[config.mk]
export PLATFORM = sky130hd
export DESIGN_NAME = mult_div_unit
export DESIGN_NICKNAME = d
export VERILOG_FILES = /design/src/rtl/mdu_pkg.sv /design/src/rtl/mdu_iter_step.sv /design/src/rtl/mult_div_unit.sv
export SDC_FILE = /design/constraint.sdc
export NUM_CORES = 1
export LEC_CHECK = 0
export BUFFER_PORTS_ARGS = -buffer_cell sky130_fd_sc_hd__buf_2
export CAP_MARGIN = 20
export CELL_PAD_IN_SITES_DETAIL_PLACEMENT = 1
export CELL_PAD_IN_SITES_GLOBAL_PLACEMENT = 2
export CORE_AREA = 5 5 222 224
export CTS_CLUSTER_SIZE = 10
export DETAILED_ROUTE_END_ITERATION = 16
export DIE_AREA = 0 0 227 229
export GPL_TIMING_DRIVEN = 0
export PLACE_DENSITY = 0.81
export SYNTH_ARGS = -nofsm -noshare
export SYNTH_HDL_FRONTEND = slang
export SYNTH_SLANG_ARGS = --single-unit
[constraint.sdc]
create_clock -name clk -period 6.9 [get_ports clk]
set_input_delay 0.345 -clock clk [delete_from_list [all_inputs] [get_ports clk]]
set_output_delay 0.345 -clock clk [all_outputs]
set_load 0.05 [all_outputs]
[src/rtl/mdu_pkg.sv]
// Shared types and constants for the HI/LO multiply/divide unit.
package mdu_pkg;

    localparam int MDU_WIDTH   = 32;
    localparam int MDU_LATENCY = MDU_WIDTH + 1;

    typedef enum logic [2:0] {
        NONE  = 3'd0,
        MULT  = 3'd1,
        MULTU = 3'd2,
        DIV   = 3'd3,
        DIVU  = 3'd4,
        MTHI  = 3'd5,
        MTLO  = 3'd6
    } mdu_op_t;

    typedef enum logic [1:0] {
        IDLE = 2'd0,
        RUN  = 2'd1,
        FIX  = 2'd2
    } mdu_state_t;

    function automatic logic is_md_op(mdu_op_t o);
        return (o == MULT) || (o == MULTU) || (o == DIV) || (o == DIVU);
    endfunction

endpackage

[src/rtl/mdu_iter_step.sv]
// One combinational iteration over the {upper, lower} accumulator: shift-add
// multiply (multiplier in the low half) or restoring divide (quotient in the low half).
module mdu_iter_step #(
    parameter int WIDTH = 32
) (
    input  logic                 is_div,
    input  logic [2*WIDTH-1:0]   acc_in,
    input  logic [WIDTH-1:0]     operand,
    output logic [2*WIDTH-1:0]   acc_out
);

    logic [WIDTH:0] sum;
    logic [WIDTH:0] shifted_rem;
    logic [WIDTH:0] trial;

    always_comb begin
        sum         = {1'b0, acc_in[2*WIDTH-1:WIDTH]} + (acc_in[0] ? {1'b0, operand} : '0);
        shifted_rem = {acc_in[2*WIDTH-1:WIDTH], acc_in[WIDTH-1]};
        trial       = shifted_rem - {1'b0, operand};
        acc_out     = {sum, acc_in[WIDTH-1:1]};
        if (is_div) begin
            // Remainder stays below the divisor, so trial's top bit is a pure borrow flag.
            if (trial[WIDTH]) begin
                acc_out = {shifted_rem[WIDTH-1:0], acc_in[WIDTH-2:0], 1'b0};
            end else begin
                acc_out = {trial[WIDTH-1:0], acc_in[WIDTH-2:0], 1'b1};
            end
        end
    end

endmodule

[src/rtl/mult_div_unit.sv]
// Iterative MULT/MULTU/DIV/DIVU unit owning HI/LO; results land WIDTH+1 edges after accept.
// busy gates further issue; starts seen while busy are dropped.
module mult_div_unit
    import mdu_pkg::*;
#(
    parameter int WIDTH = MDU_WIDTH
) (
    input  logic             clk,
    input  logic             reset,
    input  logic             start,
    input  logic [2:0]       op,
    input  logic [WIDTH-1:0] rs_data,
    input  logic [WIDTH-1:0] rt_data,
    output logic             busy,
    output logic             done,
    output logic [WIDTH-1:0] hi,
    output logic [WIDTH-1:0] lo
);

    localparam int CNT_W = $clog2(WIDTH);

    mdu_state_t           state_q, state_d;
    logic [CNT_W-1:0]     cnt_q, cnt_d;
    mdu_op_t              op_q, op_d;
    logic                 neg_res_q, neg_res_d;
    logic                 neg_rem_q, neg_rem_d;
    logic                 dz_q, dz_d;
    logic [WIDTH-1:0]     opb_q, opb_d;
    logic [2*WIDTH-1:0]   acc_q, acc_d;
    logic [WIDTH-1:0]     hi_q, hi_d;
    logic [WIDTH-1:0]     lo_q, lo_d;
    logic                 done_q, done_d;

    mdu_op_t              op_in;
    logic                 is_div;
    logic                 signed_op;
    logic                 a_neg, b_neg;
    logic [WIDTH-1:0]     a_mag, b_mag;
    logic [2*WIDTH-1:0]   step_out;
    logic [2*WIDTH-1:0]   prod;

    assign op_in     = mdu_op_t'(op);
    assign is_div    = (op_q == DIV) || (op_q == DIVU);
    assign signed_op = (op_in == MULT) || (op_in == DIV);
    assign a_neg     = signed_op & rs_data[WIDTH-1];
    assign b_neg     = signed_op & rt_data[WIDTH-1];
    assign a_mag     = a_neg ? -rs_data : rs_data;
    assign b_mag     = b_neg ? -rt_data : rt_data;
    assign prod      = neg_res_q ? -acc_q : acc_q;

    mdu_iter_step #(.WIDTH(WIDTH)) u_step (
        .is_div  (is_div),
        .acc_in  (acc_q),
        .operand (opb_q),
        .acc_out (step_out)
    );

    always_comb begin
        state_d   = state_q;
        cnt_d     = cnt_q;
        op_d      = op_q;
        neg_res_d = neg_res_q;
        neg_rem_d = neg_rem_q;
        dz_d      = dz_q;
        opb_d     = opb_q;
        acc_d     = acc_q;
        hi_d      = hi_q;
        lo_d      = lo_q;
        done_d    = 1'b0;
        case (state_q)
            IDLE: begin
                if (start && is_md_op(op_in)) begin
                    op_d      = op_in;
                    neg_res_d = a_neg ^ b_neg;
                    neg_rem_d = a_neg && (op_in == DIV);
                    dz_d      = (rt_data == '0);
                    opb_d     = b_mag;
                    acc_d     = {{WIDTH{1'b0}}, a_mag};
                    cnt_d     = '0;
                    state_d   = RUN;
                end else if (start && op_in == MTHI) begin
                    hi_d = rs_data;
                end else if (start && op_in == MTLO) begin
                    lo_d = rs_data;
                end
            end
            RUN: begin
                acc_d = step_out;
                cnt_d = cnt_q + CNT_W'(1);
                if (cnt_q == CNT_W'(WIDTH - 1)) begin
                    state_d = FIX;
                end
            end
            FIX: begin
                if (is_div) begin
                    // Divide-by-zero quotient is forced; the remainder path already yields rs.
                    lo_d = dz_q ? '1 : (neg_res_q ? -acc_q[WIDTH-1:0] : acc_q[WIDTH-1:0]);
                    hi_d = neg_rem_q ? -acc_q[2*WIDTH-1:WIDTH] : acc_q[2*WIDTH-1:WIDTH];
                end else begin
                    hi_d = prod[2*WIDTH-1:WIDTH];
                    lo_d = prod[WIDTH-1:0];
                end
                done_d  = 1'b1;
                state_d = IDLE;
            end
            default: state_d = IDLE;
        endcase
    end

    always_ff @(posedge clk) begin
        if (reset) begin
            state_q   <= IDLE;
            cnt_q     <= '0;
            op_q      <= NONE;
            neg_res_q <= 1'b0;
            neg_rem_q <= 1'b0;
            dz_q      <= 1'b0;
            opb_q     <= '0;
            acc_q     <= '0;
            hi_q      <= '0;
            lo_q      <= '0;
            done_q    <= 1'b0;
        end else begin
            state_q   <= state_d;
            cnt_q     <= cnt_d;
            op_q      <= op_d;
            neg_res_q <= neg_res_d;
            neg_rem_q <= neg_rem_d;
            dz_q      <= dz_d;
            opb_q     <= opb_d;
            acc_q     <= acc_d;
            hi_q      <= hi_d;
            lo_q      <= lo_d;
            done_q    <= done_d;
        end
    end

    assign busy = (state_q != IDLE);
    assign done = done_q;
    assign hi   = hi_q;
    assign lo   = lo_q;

endmodule

==> results.txt, run 1 <==
slowest cell on the critical path = clkbuf_1
Synth Area in XOR/XNOR = 10.3%
register bit total from synthesis = 174
top-area cell type share of the netlist area = 25.1%
Final Cycle Share = 61.4%
post-synthesis sequential area ratio = 25.1%
vias in the first global route = 15,250
drt wl/cell = 23.5 um
vias per cell = 5.71
Max Slew Vio Count = 0
fin area = 15,900 um2
GR Util met2 = 39.0%
routed vias = 15,184
Synth Area in Simple Gates = 21.2%
Mapped Area = 13,900 um2
crit-path leading delay family = compound AO/OA/AOI/OAI gates
die height = 229 um
reg2reg path depth = 14
GRT overflow = 0
Post-synth ARST share = 0%
Top FF cell, synth = dfxtp_1
R2R Path Start = acc_q[0]$_SDFFE_PP0P_
max_cap viols = 0
H-tree depth = 4
final hold viol count = 0
Req. time, crit path = 7.26 ns
PD cells = 191 nW/um2
crit path launch type = flip-flop
Total GRT Usage = 23.3%
layout cells sized above 1 = 10.5%
Worst-path clk slew = 0.07 ns
ant diodes = 0
initial antenna violation count = 0
met1 usage = 31.6%
Hold EP = op_q[2]$_SDFFE_PP0P_
DP HPWL = 50,400 um
hold_ws = 0.166 ns
reg-to-reg setup timing slack = 2.66 ns
Syn Nets = 2,021
Root Buffer = clkbuf_16
1st-pass router iterations = 5
Ys Warns = 0
most used cell, CP = o21ai_0
DRC = 0
placed cells = 2,627
Horiz. Die Dim = 227 um
max incr delay on CP = 0.47 ns
hold crit path type = primary input to flip-flop
Tmin final = 4.24 ns
postcts setup bufs = 0
DRT antenna net count = 0
Worst Setup Path Type = flip-flop to flip-flop
Nets = 2,174
Peak VDD IR = 159 uV
Yosys cell types = 83
post-CTS resize count = 0
adder-cell share of the synthesized area = 6.59%
Syn Inst Count = 1,879
final wirelength = 62,500 um
RR Endpoint = acc_q[55]$_SDFFE_PP0P_
# fillers = 5,839
CTS sink cnt = 174
CTS tree = done
Std-Cell Rows = 80
Clk Latency, worst-skew pair = 0.47 ns
gr busiest metal = met2
first-pass GRT wire length = 94,400 um
combined area of the multi-input logic cells = 9640 um2
clock tree buffer depth = 2
largest net degree at the start of global routing = 18
Starting Density = 29.5%
Post-synth EDFFs = 0
Yosys top cell by area = dfxtp_1
hold path startpoint = op[2]
CP Capture Type = flip-flop
Power, Total = 0.00305 W
Peak Freq = 236 MHz
slew at the pin closest to its max-slew limit = 1.02 ns
Post-CTS Hold Buffers = 0
Lkg Pwr = 6.07 nW
placed cell area = 15,300 um2
Num CTS Buffers = 17
post-synthesis mux area share = 1.80%
routability cong. = 0.930
Worst EP arrival = 4.60 ns
IO Port Bufs = 133
non-filler cells, final = 2,660
crit-path max FO = 10
Clock Skew = 0.0130 ns
Core Footprint = 47,100 um2
slew margin rel. = 31.6%
RSZ-0062 raised after global routing = false
layout overhead on the synthesized area = 14.5%
critical path depth = 14
IO Pins = 136
hold depth = 3
synthesized area per cell = 7.39 um2
worst path bufs/invs = 3
Final setup viols = 0
register area = 3480 um2
largest family of logic cells by synthesized area = compound AO/OA/AOI/OAI gates
crit-path cells = inv_1 -> clkbuf_1 -> nor2_1 -> ha_1 -> clkbuf_1 -> nand2_1 -> o211a_1 -> a221oi_1 -> o21ai_0 -> o21ai_0 -> o21ai_0 -> o31ai_1 -> xor2_1 -> a221o_1
met3 Usage GRT = 3.24%
die area = 52,000 um2
TNS Setup = 0 ns
dominant cells by area after synthesis = dfxtp_1, ha_1, xnor2_1
post-synthesis compound-gate area fraction = 29.4%
status = completed
Iter 0 DRT Violations = 1,310
[where the power goes]
group	leakage (nW)	internal, W	switching [W]	total [W]
combinational	4.38	0.000307	0.000607	0.000914
sequential	1.42	0.00106	0.0000622	0.00112
clock	0.280	0.000511	0.000502	0.00101
total	6.07	0.00187	0.00117	0.00305
[worst max path at each step]
stage	startpoint	end	slack [ns]
finish	acc_q[0]$_SDFFE_PP0P_	acc_q[55]$_SDFFE_PP0P_	2.66
global route	acc_q[0]$_SDFFE_PP0P_	acc_q[59]$_SDFFE_PP0P_	2.34
CTS	acc_q[0]$_SDFFE_PP0P_	acc_q[59]$_SDFFE_PP0P_	2.68
detailed placement	acc_q[0]$_SDFFE_PP0P_	acc_q[55]$_SDFFE_PP0P_	2.68
global placement	acc_q[0]$_SDFFE_PP0P_	acc_q[55]$_SDFFE_PP0P_	2.70
floorplan	acc_q[0]$_SDFFE_PP0P_	acc_q[62]$_SDFFE_PP0P_	3.65
[synth_stat cells, types with 26 or more instances]
master and count:
xnor2_1 97, nand2_1 223, o21ai_0 105, a311oi_1 41, inv_1 66, dfxtp_1 174, nand3_1 26, a21oi_1 161
o221ai_1 29, xor2_1 67, nor2_1 223, a211oi_1 73, nor3_1 33, o31ai_1 26, ha_1 70, clkbuf_1 108
[registers in the layout (all words and copies together) (netlist names)]
register,count
op_q,3
cnt_q,5
opb_q,32
neg_res_q,1
hi,32
acc_q,64
state_q,2
lo,32
done,1
dz_q,1
neg_rem_q,1
[per-layer routing]
metal	wire length [um]	vias to the layer above	part of all wire [%]
li1	-	7123	-
met1	28400	7514	45
met2	29000	478	46
met3	3430	69	5.5
met4	1720	0	2.7
met5	0	-	0
[logic make-up (layout without fill, tap and decap cells)]
| kind of cell | Yosys count | in the layout |
|---|---|---|
| AOI/OAI and AO/OA | 609 | 609 |
| and+or+nand+nor | 640 | 640 |
| xor gates and xnor gates | 164 | 164 |
| DFF | 174 | 174 |
| muxes | 25 | 25 |
| adders and majority gates | 72 | 72 |
| buffers and inverters | 195 | 361 |
[worst register-to-register path: stages (launching register included)]
cell and delay, ns:
dfxtp_1 0.40, inv_1 0.24, clkbuf_1 0.47, nor2_1 0.15, ha_1 0.30, clkbuf_1 0.26, nand2_1 0.09, o211a_1 0.24
a221oi_1 0.41, o21ai_0 0.14, o21ai_0 0.37, o21ai_0 0.30, o31ai_1 0.33, xor2_1 0.11, a221o_1 0.32
[through the flow]
stage | setup slack, ns | utilization (%)
after CTS | 2.68 | 33.7
after detailed placement | 2.68 | 32.5
after floorplan | 3.65 | -
final | 2.66 | 33.7
after global routing | 2.34 | 33.7
after global placement | 2.70 | 32.5
[layout by cell type (no fill, tap or decap), drive strengths merged, types with 9 or more instances in the layout]
master   synthesis  routed
nand2          225     225
nor2           223     223
dfxtp          174     174
a21oi          162     162
buf             20     154
clkbuf         109     127
o21ai          123     123
xnor2           97      97
a211oi          76      76
inv             66      73
ha              70      70
xor2            67      67
a311oi          41      41
nor3            36      36
o221ai          29      29
nand3           26      26
o31ai           26      26
a21o            25      25
mux2i           25      25
nor4            23      23
or3             22      22
a31oi           18      18
nand2b          17      17
a22oi           17      17
or4             13      13
a2111oi         12      12
and2            10      10
nor2b           10      10
o21bai          10      10
and3             9       9
o41ai            9       9
nand4            9       9
[area by class of cell]
type	instances	share of cell area, %
Multi-Input combinational cell	1510	60.6
Sequential cell	174	21.9
Tap cell	615	4.84
Timing Repair Buffer	134	4.23
Buffer	129	3.26
Clock buffer	18	2.70
Inverter	66	1.56
Clock inverter	14	0.936
No activity file was read; power rests on OpenSTA's default activity.
==> run 2, diff against run 1 <==
- ABC_AREA: default -> 1
- CORE_AREA: 5 5 222 224 -> 5 5 249 251
- DIE_AREA: 0 0 227 229 -> 0 0 254 256
- PLACE_DENSITY: 0.81 -> 0.89
- clock period: 6.9 -> 3.4 ns (I/O delays scaled with it)
==> run 2 against run 1 <==
  * Total power rose to 2.5 times the previous value
  * Sequential share of layout area down 4.0 points
  * Die area up 25%
==> results.txt, run 2 <==
status = completed
post-synthesis sequential area ratio = 20.4%
most common cell after layout, fill and taps aside = nand2_1
adder-cell share of the synthesized area = 5.37%
Core Footprint = 59,700 um2
fin util = 32.7%
die area = 65,000 um2
Std-Cell Rows = 90
layout cells sized above 1 = 8.45%
final hold viol count = 0
DRC = 0
RSZ-0062 raised after global routing = false
placed cells = 3,965
TNS Setup = 0 ns
CTS tree = done
CP Capture Type = flip-flop
slew at the pin closest to its max-slew limit = 1.07 ns
Post-synth top cells = nand2_1, inv_1, nor2_1
Worst EP arrival = 3.72 ns
IO Pins = 136
placed cell area = 18,700 um2
combined area of the multi-input logic cells = 11,300 um2
Post-synth ARST share = 0%
crit-path max FO = 10
CTS sink cnt = 174
most frequent cells in the layout = nand2_1, inv_1, nor2_1
Tmin final = 3.35 ns
Iter 0 DRT Violations = 1,789
register bit total from synthesis = 174
Peak VDD IR = 421 uV
first-pass GRT wire length = 132,000 um
IO Port Bufs = 134
Final Cycle Share = 98.6%
Final setup viols = 0
Root Buffer = clkbuf_16
Post-synth EDFFs = 0
drt wl/cell = 22.3 um
Syn Inst Count = 3,049
synthesized area per cell = 5.59 um2
layout overhead on the synthesized area = 14.4%
DP HPWL = 72,400 um
hold_ws = 0.0253 ns
largest family of logic cells by synthesized area = simple AND/OR/NAND/NOR gates
top-area cell type share of the netlist area = 20.4%
GR Util met2 = 44.8%
Top reg by flops = acc_q
PD cells = 394 nW/um2
clock tree buffer depth = 2
H-tree depth = 4
max_cap viols = 0
Starting Density = 28.6%
post-synthesis compound-gate area fraction = 19.8%
Req. time, crit path = 3.76 ns
Yosys cell types = 51
final wirelength = 89,300 um
Syn Nets = 3,191
met1 usage = 33.9%
slew margin rel. = 28.6%
DRT antenna net count = 0
Num CTS Buffers = 17
crit path launch type = primary input
Yosys top cell by area = dfxtp_1
vias per cell = 5.30
Synth Area in Simple Gates = 38.3%
GRT overflow = 0
Nets = 3,360
post-synthesis mux area share = 0%
Worst Setup Path Type = primary input to flip-flop
vias in the first global route = 21,128
Synth Area in XOR/XNOR = 2.97%
max reg flops = 64
1st-pass router iterations = 6
# fillers = 8,205
Lkg Pwr = 9.74 nW
reg-to-reg setup timing slack = 0.20 ns
Horiz. Die Dim = 254 um
Clk Latency, worst-skew pair = 0.52 ns
Max Slew Vio Count = 0
non-filler cells, final = 4,014
routed vias = 21,289
Total GRT Usage = 26.7%
postcts setup bufs = 0
Peak Freq = 298 MHz
hold crit path type = primary input to flip-flop
routability cong. = 0.989
Worst-path clk slew = 0.08 ns
count leader, synth = nand2_1
met3 Usage GRT = 4.04%
fin area = 19,500 um2
initial antenna violation count = 3
register area = 3480 um2
Ys Warns = 0
Top FF cell, synth = dfxtp_1
Clock Skew = 0.0153 ns
largest net degree at the start of global routing = 20
die height = 256 um
dominant cells by area after synthesis = dfxtp_1, nand2_1, inv_1
Mapped Area = 17,000 um2
gr busiest metal = met2
==> run 2: cell count changes after synthesis, sizes merged, moves of 110 or more <==
cell | before | now
nand2 | 225 | 824
inv | 66 | 459
nand3 | 26 | 249
o21ai | 123 | 282
nor2 | 223 | 354
a21oi | 162 | 272
==> run 2: power by group <==
part	leakage [nW]	internal [W]	switching, W
combinational	8.02	0.000876	0.00223
sequential	1.42	0.00217	0.000183
clock	0.299	0.00106	0.00116
total	9.74	0.00411	0.00358
==> run 2: critical path, stage by stage <==
cell	delay, ns
dlygate4sd3_1	0.58
buf_2	0.18
inv_1	0.08
nor2_1	0.55
nand2_1	0.47
inv_1	0.34
clkdlybuf4s15_1	0.77
o21ai_0	0.28
o21ai_0	0.21
a21oi_1	0.06
==> run 2: path summary, 6_finish.rpt <==
path                                from                     end  depth (start not counted)
setup / recovery                   op[0]   opb_q[1]$_SDFFE_PP0P_                         10
hold / removal               rt_data[30]  opb_q[30]$_SDFFE_PP0P_                          5
setup reg to reg  acc_q[31]$_SDFFE_PP0P_  acc_q[62]$_SDFFE_PP0P_                         19
hold reg to reg    cnt_q[3]$_SDFFE_PP0P_   cnt_q[3]$_SDFFE_PP0P_                          2
==> run 2: repair_timing <==
item                                    4_1_cts  5_1_grt
endpoints found under the setup margin        5        5
hold buffers                                 17        0
hold endpoints to repair                     19        0
gates resized for setup                       0        4
==> run 2: layout make-up <==
class	count	area share [%]
antenna	1	0.0128
sequential	174	17.9
inverter	461	8.89
tap	782	5.02
buffer	112	2.57
multi-input combinational	2301	58.1
clock buffer	17	2.18
clock inverter	15	1.03
timing repair buffer	151	4.31
==> run 2: metrics by stage <==
step | setup slack [ns] | power (W)
after floorplan | 0.882 | 0.00434
after global placement | -0.0734 | 0.00537
after detailed placement | -0.0969 | 0.00541
after CTS | 0.105 | 0.00764
after global routing | 0.0149 | 0.00806
final | 0.0470 | 0.00768
==> run 2: kinds of logic after synthesis <==
| logic type | after synthesis |
|---|---|
| AND/OR/NAND/NOR | 1542 |
| AO/OA/AOI/OAI | 630 |
| buffers and inverters | 574 |
| flip-flops | 174 |
| adder cells (fa/ha/maj) | 72 |
| XOR/XNOR | 57 |
==> run 2: routing by layer <==
layer	part of all wire [%]	wire length (um)
met5	0	0
met4	4.9	4340
met3	6.3	5660
met2	46	41400
met1	42	37900
==> run 3, diff against run 2 <==
- CORE_AREA: 5 5 249 251 -> 5 5 254 256
- DIE_AREA: 0 0 254 256 -> 0 0 259 261
- SYNTH_HIERARCHICAL: default -> 1
==> run 3 against run 2 <==
  * Core utilization down 0.50 points
  * Design area increased by 2.7%
  * Count of clock-buffer cells in the layout grew 6
  * Global-route usage fell by 2.0 points
  * Synthesized cell count up 5.0%
  * Sequential power about the same
  * Clock skew rose by 0.0042 ns
  * Critical path depth up 8
  * Register-to-register slack got worse by 0.02 ns
  * Die area up 4.0%
  * Maximum frequency grew 4.1%
  * Non-clock buffer count decreased by 16
  * Critical endpoint is now acc_q[63]$_SDFFE_PP0P_
  * Largest cell class unchanged
==> results.txt, run 3 <==
status = completed
most frequent cells in the layout = nand2_1, nor2_1, inv_1
most common cell after layout, fill and taps aside = nand2_1
hold crit path type = primary input to flip-flop
final wirelength = 86,900 um
vias per cell = 5.19
first-pass GRT wire length = 128,000 um
Num CTS Buffers = 17
hold depth = 3
Peak Freq = 310 MHz
Yosys top cell by area = nand2_1
Power, Total = 0.00667 W
Final setup viols = 0
Worst EP arrival = 3.62 ns
PD cells = 333 nW/um2
Syn Nets = 3,343
dominant cells by area after synthesis = nand2_1, dfxtp_1, nor2_1
Iter 0 DRT Violations = 1,712
DP HPWL = 73,100 um
Req. time, crit path = 3.80 ns
reg2reg path depth = 18
RSZ-0062 raised after global routing = false
drt wl/cell = 20.6 um
clock tree buffer depth = 2
Max Slew Vio Count = 0
max reg flops = 64
TNS Setup = 0 ns
routed vias = 21,869
CTS sink cnt = 174
IO Port Bufs = 134
GRT overflow = 0
Peak VDD IR = 437 uV
Post-synth EDFFs = 0
hold_ws = 0.0304 ns
post-synthesis sequential area ratio = 19.7%
Lkg Pwr = 10.2 nW
Horiz. Die Dim = 259 um
1st-pass router iterations = 5
top-area cell type share of the netlist area = 19.9%
max_cap viols = 0
Mapped Area = 17,700 um2
Nets = 3,498
H-tree depth = 4
register bit total from synthesis = 174
synthesized area per cell = 5.54 um2
routability cong. = 0.980
Syn Inst Count = 3,201
CTS tree = done
Top reg by flops = acc_q
Total GRT Usage = 24.6%
Ys Warns = 6
Final Cycle Share = 94.8%
count leader, synth = nand2_1
non-filler cells, final = 4,217
combined area of the multi-input logic cells = 12,100 um2
slew margin rel. = 33.6%
crit-path max FO = 7
register area = 3490 um2
Post-synth ARST share = 0%
Clk Latency, worst-skew pair = 0.48 ns
fin util = 32.2%
initial antenna violation count = 0
CP Capture Type = flip-flop
IO Pins = 136
Post-synth top cells = nand2_1, nor2_1, inv_1
die area = 67,600 um2
Std-Cell Rows = 92
largest net degree at the start of global routing = 17
layout cells sized above 1 = 9.56%
Worst Setup Path Type = flip-flop to flip-flop
crit path launch type = flip-flop
placed cells = 4,181
DRC = 0
Clock Skew = 0.0195 ns
slew at the pin closest to its max-slew limit = 0.997 ns
layout overhead on the synthesized area = 13.1%
Core Footprint = 62,300 um2
final hold viol count = 0
# fillers = 8,543
DRT antenna net count = 0
vias in the first global route = 21,048
Starting Density = 28.5%
Tmin final = 3.22 ns
Yosys cell types = 50
die height = 261 um
Worst-path clk slew = 0.08 ns
Top FF cell, synth = dfxtp_1
Root Buffer = clkbuf_16
-- run 3: cell types whose count changed in the layout (fill, tap and decap cells not counted), sizes merged, moves of 16 or more --
cell   change
buf       +17
a31oi     -16
nand2    +148
o21ai     -40
nor2      +76
inv       -43
nand3     +47
-- run 3: cells by family after synthesis --
logic type               synth area share [%]
XOR/XNOR                                 1.93
AO/OA/AOI/OAI                            16.9
buffers and inverters                    12.0
adder cells (fa/ha/maj)                  5.17
AND/OR/NAND/NOR                          44.3
flip-flops                               19.7
-- run 3: final cells by class --
type                            instances  share of cell area [%]
Inverter                              419                    7.85
Clock buffer                           23                    2.39
Antenna cell                            2                  0.0250
Multi-Input combinational cell       2497                    60.4
Timing Repair Buffer                  137                    3.50
Clock inverter                          9                   0.381
Buffer                                110                    2.79
Sequential cell                       174                    17.4
Tap cell                              846                    5.28
-- run 3: routing by layer --
layer | vias up | track usage (%) | wire (um)
li1 | 10608 | - | -
met3 | 155 | 2.28 | 3930
met1 | 10514 | 33.0 | 39100
met4 | 0 | 10.8 | 4160
met2 | 592 | 40.7 | 39700
met5 | - | 0 | 0
-- run 3: path summary, 6_finish.rpt --
kind,from,slack (ns),to
setup / recovery,acc_q[31]$_SDFFE_PP0P_,0.18,acc_q[63]$_SDFFE_PP0P_
hold / removal,rt_data[20],0.03,opb_q[20]$_SDFFE_PP0P_
setup reg to reg,acc_q[31]$_SDFFE_PP0P_,0.18,acc_q[63]$_SDFFE_PP0P_
hold reg to reg,cnt_q[3]$_SDFFE_PP0P_,0.47,cnt_q[3]$_SDFFE_PP0P_
-- run 3: critical path: stages (launching register included) --
cell     delay [ns]
dfxtp_1        0.44
inv_1          0.19
ha_1           0.30
fa_1           0.42
inv_1          0.13
nand2_1        0.06
nand2_1        0.09
nand3_1        0.10
nand2_2        0.13
nand2_1        0.07
nand2_2        0.09
nand2_4        0.09
nand3_4        0.12
nand3_1        0.33
nand2_1        0.15
nand2_1        0.06
nand2_1        0.12
nand2_1        0.07
a21oi_1        0.17
-- run 3: timing repair --
action / 4_1_cts / 5_1_grt
endpoints found under the hold margin: 3 / 0
gates resized for setup: 1 / 3
setup buffers: 0 / 0
hold buffers: 3 / 0
endpoints found under the setup margin: 10 / 10
-- run 3: stage by stage --
stage | cell area, um2 | setup WS (ns)
global route | 20000 | 0.0434
finish | 20000 | 0.178
detailed placement | 19400 | -0.258
CTS | 20000 | 0.0919
floorplan | 17700 | 0.874
global placement | 19400 | -0.244
-- run 3: where the power goes --
group	leakage [nW]	total [W]	switching (W)	internal (W)
Combinational	8.53	0.00237	0.00170	0.000670
Clock	0.265	0.00196	0.000955	0.00101
Sequential	1.42	0.00234	0.000192	0.00215
Total	10.2	0.00667	0.00285	0.00382
